<file path="src/rtl/fifo_write_arbiter.sv">
// Round-robin burst write arbiter sharing one FIFO write port among NUM_REQ requesters.
// States: IDLE = arbitration bubble, no writes | GRANT = owner writes up to MAX_BURST words.
module fifo_write_arbiter #(
    parameter int DATA_WIDTH = 16,
    parameter int NUM_REQ    = 4,
    parameter int MAX_BURST  = 4
) (
    input  logic                          clk,
    input  logic                          rst,
    input  logic [NUM_REQ-1:0]            req,
    input  logic [NUM_REQ*DATA_WIDTH-1:0] req_data,
    output logic [NUM_REQ-1:0]            ack,
    input  logic                          full_flag,
    output logic                          fifo_write,
    output logic [DATA_WIDTH-1:0]         fifo_data,
    output logic                          busy,
    output logic [2:0]                    owner_id,
    output logic [15:0]                   words_written
);

    localparam int IDXW = $clog2(NUM_REQ);
    localparam logic [7:0] BURST_LAST = 8'(MAX_BURST - 1);

    typedef enum logic {
        ST_IDLE  = 1'b0,
        ST_GRANT = 1'b1
    } state_t;

    state_t          state_q, state_d;
    logic [IDXW-1:0] rr_ptr_q, rr_ptr_d;
    logic [IDXW-1:0] owner_q, owner_d;
    logic [7:0]      burst_q, burst_d;
    logic [15:0]     ww_q, ww_d;

    logic [DATA_WIDTH-1:0] data_arr [NUM_REQ];
    logic [IDXW-1:0]       cand;
    logic [IDXW-1:0]       sel_idx;
    logic                  sel_valid;
    logic [IDXW-1:0]       owner_nxt;

    always_comb begin
        for (int i = 0; i < NUM_REQ; i++) begin
            data_arr[i] = req_data[i*DATA_WIDTH +: DATA_WIDTH];
        end
    end

    // Scan from the highest offset down so the nearest set bit after rr_ptr wins.
    always_comb begin
        cand      = '0;
        sel_idx   = '0;
        sel_valid = 1'b0;
        for (int k = NUM_REQ - 1; k >= 0; k--) begin
            cand = IDXW'((int'(rr_ptr_q) + k) % NUM_REQ);
            if (req[cand]) begin
                sel_valid = 1'b1;
                sel_idx   = cand;
            end
        end
    end

    assign owner_nxt = (owner_q == IDXW'(NUM_REQ - 1)) ? '0 : owner_q + 1'b1;

    always_comb begin
        state_d    = state_q;
        rr_ptr_d   = rr_ptr_q;
        owner_d    = owner_q;
        burst_d    = burst_q;
        ww_d       = ww_q;
        fifo_write = 1'b0;
        fifo_data  = '0;
        ack        = '0;
        unique case (state_q)
            ST_IDLE: begin
                if (sel_valid) begin
                    state_d = ST_GRANT;
                    owner_d = sel_idx;
                    burst_d = '0;
                end
            end
            ST_GRANT: begin
                fifo_data = data_arr[owner_q];
                if (!req[owner_q]) begin
                    state_d  = ST_IDLE;
                    rr_ptr_d = owner_nxt;
                end else if (!full_flag) begin
                    fifo_write   = 1'b1;
                    ack[owner_q] = 1'b1;
                    burst_d      = burst_q + 8'd1;
                    ww_d         = ww_q + 16'd1;
                    if (burst_q == BURST_LAST) begin
                        state_d  = ST_IDLE;
                        rr_ptr_d = owner_nxt;
                    end
                end
            end
        endcase
    end

    always_ff @(posedge clk or negedge rst) begin
        if (!rst) begin
            state_q  <= ST_IDLE;
            rr_ptr_q <= '0;
            owner_q  <= '0;
            burst_q  <= '0;
            ww_q     <= '0;
        end else begin
            state_q  <= state_d;
            rr_ptr_q <= rr_ptr_d;
            owner_q  <= owner_d;
            burst_q  <= burst_d;
            ww_q     <= ww_d;
        end
    end

    assign busy          = (state_q == ST_GRANT);
    assign owner_id      = 3'(owner_q);
    assign words_written = ww_q;

endmodule

</file>
<file path="config.mk">
export PLATFORM = sky130hd
export DESIGN_NAME = fifo_write_arbiter
export DESIGN_NICKNAME = d
export VERILOG_FILES = /design/src/rtl/fifo_write_arbiter.sv
export SDC_FILE = /design/constraint.sdc
export NUM_CORES = 1
export LEC_CHECK = 0
export CORE_ASPECT_RATIO = 0.75
export CORE_MARGIN = 2
export CORE_UTILIZATION = 43
export CTS_CLUSTER_SIZE = 16
export DETAILED_ROUTE_END_ITERATION = 8
export PLACE_DENSITY_LB_ADDON = 0.2
export SETUP_SLACK_MARGIN = 0.02
export SYNTH_ARGS = -nofsm -noshare
export SYNTH_HDL_FRONTEND = slang
export SYNTH_SLANG_ARGS = --single-unit
</file>
<file path="constraint.sdc">
create_clock -name clk -period 5.8 [get_ports clk]
set_input_delay 0.87 -clock clk [delete_from_list [all_inputs] [get_ports clk]]
set_output_delay 0.87 -clock clk [all_outputs]
set_load 0.1 [all_outputs]
</file>
==> qor.yml <==
cells_and_area:
  area_delta_synth_final_pct: 57.97
  diodes: 0
  drive_gt1_frac: 0.1203
  nNetsFinal: 367
  fin_cells: 348
detailed_routing:
  wire_per_inst_microns: 16.20
  postRouteAntennaNets: 0
  wl_mm: 5.636
  drt_pass1_iterations: 4
  remaining_drc_errors: 0
  drt_iter0_drc: 108
  num_vias: 1825
  vias_per_cell: 5.244
die:
  die_x_microns: 84.33
  start_util: 0.4577
  die_y_microns: 64.24
  core_region_area_sq_mm: 0.004546
  ioPinCount: 112
  rows: 21
  floorplan.die_area_sq_mm: 0.005417
clock_network:
  cts_buffer_depth: 2
  clock-sinks: 29
  cts_hold_buffers: 0
  cts_setup_buffers: 0
  cts_tree: "yes"
  clock_tree.root_cell: "clkbuf_8"
  clk_latency_ns: 0.28
  cts_buffers: 5
  h-tree-depth: 2
  path_clk_slew_ns: 0.06
  cts_resized: 0
placement:
  dp_cells: 340
  gp_congestion: 0.7551
  port_buffers: 110
  place_hpwl_mm: 4.345
sta:
  min_period_over_period: 0.7154
  rsz0062_at_grt: "no"
  min_period_ns: 4.150
  setup_viol: 0
  timing_hold_violations_final: 0
  skew_ns: 0.006166
  maxSlewHeadroom: 0.3288
  hold_ws_ns: 0.4859
  worst_slew_pin_slew_ns: 1.004
  final_max_slew_viol_count: 0
  finalSetupTns_ns: 0
  clock.fmax_mhz: 241.0
synthesis:
  synth_compound_area_frac: 0.02706
  synth-xor-area-share: 0.07156
  synth.area.mux_share: 0.2399
  synth-seq-cells: 29
  synth_area_sq_mm: 0.002081
  synth-simple-area-share: 0.2261
  synthAdderAreaFrac: 0.03608
  ys_seq_area_frac: 0.3488
  yosys_warnings: 0
  synth.avg_cell_area_sq_um: 11.37
  synth_top_family_by_area: "multiplexers"
  syn-num-nets: 260
  synth-edff-count: 0
  yosysUniqueCellTypes: 38
  synthFlopType: "dfrtp_1"
  syn_inst: 183
  async_reset_ff_frac: 1.000
global_routing:
  grt_pass1_wl_mm: 9.501
  grt_max_degree: 30
  overflow: 0
  antenna_found_initial: 0
  grt_pass1_vias: 1944
  gr-usage-all-layers: 0.2249
pwr:
  p_leak_nw: 1.361
  ir_drop_mv: 0.5533
  power_density_mw_per_mm2: 553.8
  total_power_mw: 1.820
worst_setup_path:
  crit_top_cell: "clkdlybuf4s50_1"
  worstSetupPathType: "in2out"
  cpMaxStageDelayCell: "clkdlybuf4s50_1"
  start_kind: "input port"
  cpPeakStageDelay_ns: 1.16
  cp_top_family: "buffers and inverters"
  cp_cell_sequence: "clkdlybuf4s50_1, mux4_2, and2_4, clkdlybuf4s50_1"
  cp.arrival_ns: 3.28
  critical_path_required_ns: 4.93
  critPathBufInv: 2
  cp_max_fo: 13
  worst_setup_path_end_kind: "output port"
job:
  drv_cap: 0
min_path:
  min_path_type: "reg2reg"
outcome:
  status: "complete, no violations"
[layer usage]
metal | track usage | wire length, microns | up-vias
li1 | - | - | 877
met1 | 0.2925 | 2467 | 879
met2 | 0.3790 | 2783 | 58
met3 | 0.04393 | 273 | 11
met4 | 0.07460 | 112 | 0
met5 | 0 | 0 | -
[cells by family after synthesis]
group                    count (synthesis)
AO/OA/AOI/OAI                            9
AND/OR/NAND/NOR                         78
buffers and inverters                   17
flip-flops                              29
other                                    1
adder cells (fa/ha/maj)                  6
multiplexers                            26
XOR/XNOR                                17
[worst paths after layout]
path | from | to | slack, ns | cells after the start
worst max-delay path | req[0] | fifo_write | 1.65 | 4
worst min-delay path | words_written[15] | words_written[15] | 0.49 | 1
worst max register to register | owner_q[1] | burst_q[3] | 3.48 | 4
worst min register to register | words_written[15] | words_written[15] | 0.49 | 1
max in group asynchronous | rst | words_written[6] | 4.55 | 2
min in group asynchronous | rst | words_written[8] | 0.97 | 2
[synthesized netlist by cell type, types with 2 or more instances]
master    count  area (sq um)
xnor2_1      14         122.6
o21ai_0       3         15.01
nand3_2       2         20.02
nand4_2       3         37.54
nand2_1      17         63.81
mux4_1        4         105.1
ha_1          6         75.07
nor2b_1       2         12.51
xor2_1        3         26.28
mux2i_1       6         60.06
and4_1        3         26.28
and4_4        2         22.52
nor4_1        2         12.51
mux4_2       13         292.8
nand4_1       5         31.28
a21oi_1       3         15.01
clkbuf_1      4         15.01
nand3_1       3         15.01
and3_1        7         43.79
buf_2         3         15.01
mux2_4        2         30.03
dfrtp_1      29         725.7
and2_1       18         112.6
buf_6         4         45.04
inv_1         5         18.77
nor2_1        8         30.03
[report_power, final]
part | total [mW] | internal, mW | switching [mW]
logic | 1.29 | 0.398 | 0.895
clock network | 0.185 | 0.107 | 0.0782
registers | 0.342 | 0.244 | 0.0980
total | 1.82 | 0.749 | 1.07
[area by class of cell]
cell class	instances	area, sq um
inverters	5	18.77
flip-flops and latches	29	725.7
fillers	338	1259
well taps	57	71.32
multi-input cells	137	1254
clock inverters	1	5.005
repair buffers	112	1116
clock buffers	7	96.34
[cells in the final DEF (no fill, tap or decap), drive strengths merged, types with 2 or more instances in the layout]
cell	count
o21ai	3
xor2	3
nand3	5
nand4	8
and4	5
mux2	3
nand2	17
xnor2	14
and2	19
ha	6
dfrtp	29
nor2	8
mux2i	6
inv	5
nor4	2
and3	7
a21oi	3
clkdlybuf4s50	110
clkbuf	7
mux4	17
buf	2
nor2b	2
[state kept, by name, summed over array words and instances, names as in the netlist]
register	cells
rr_ptr_q	2
words_written	16
burst_q	8
owner_q	2
busy	1
[through the flow]
stage | instance area (sq um) | util | setup slack [ns]
2_1_floorplan | 2081 | - | 2.284
3_3_place_gp | 3186 | 0.7008 | 1.690
3_5_place_dp | 3186 | 0.7008 | 1.661
4_1_cts | 3287 | 0.7231 | 1.661
5_1_grt | 3287 | 0.7231 | 1.565
6_report | 3287 | 0.7231 | 1.650
No activity file was read; power rests on OpenSTA's default activity.
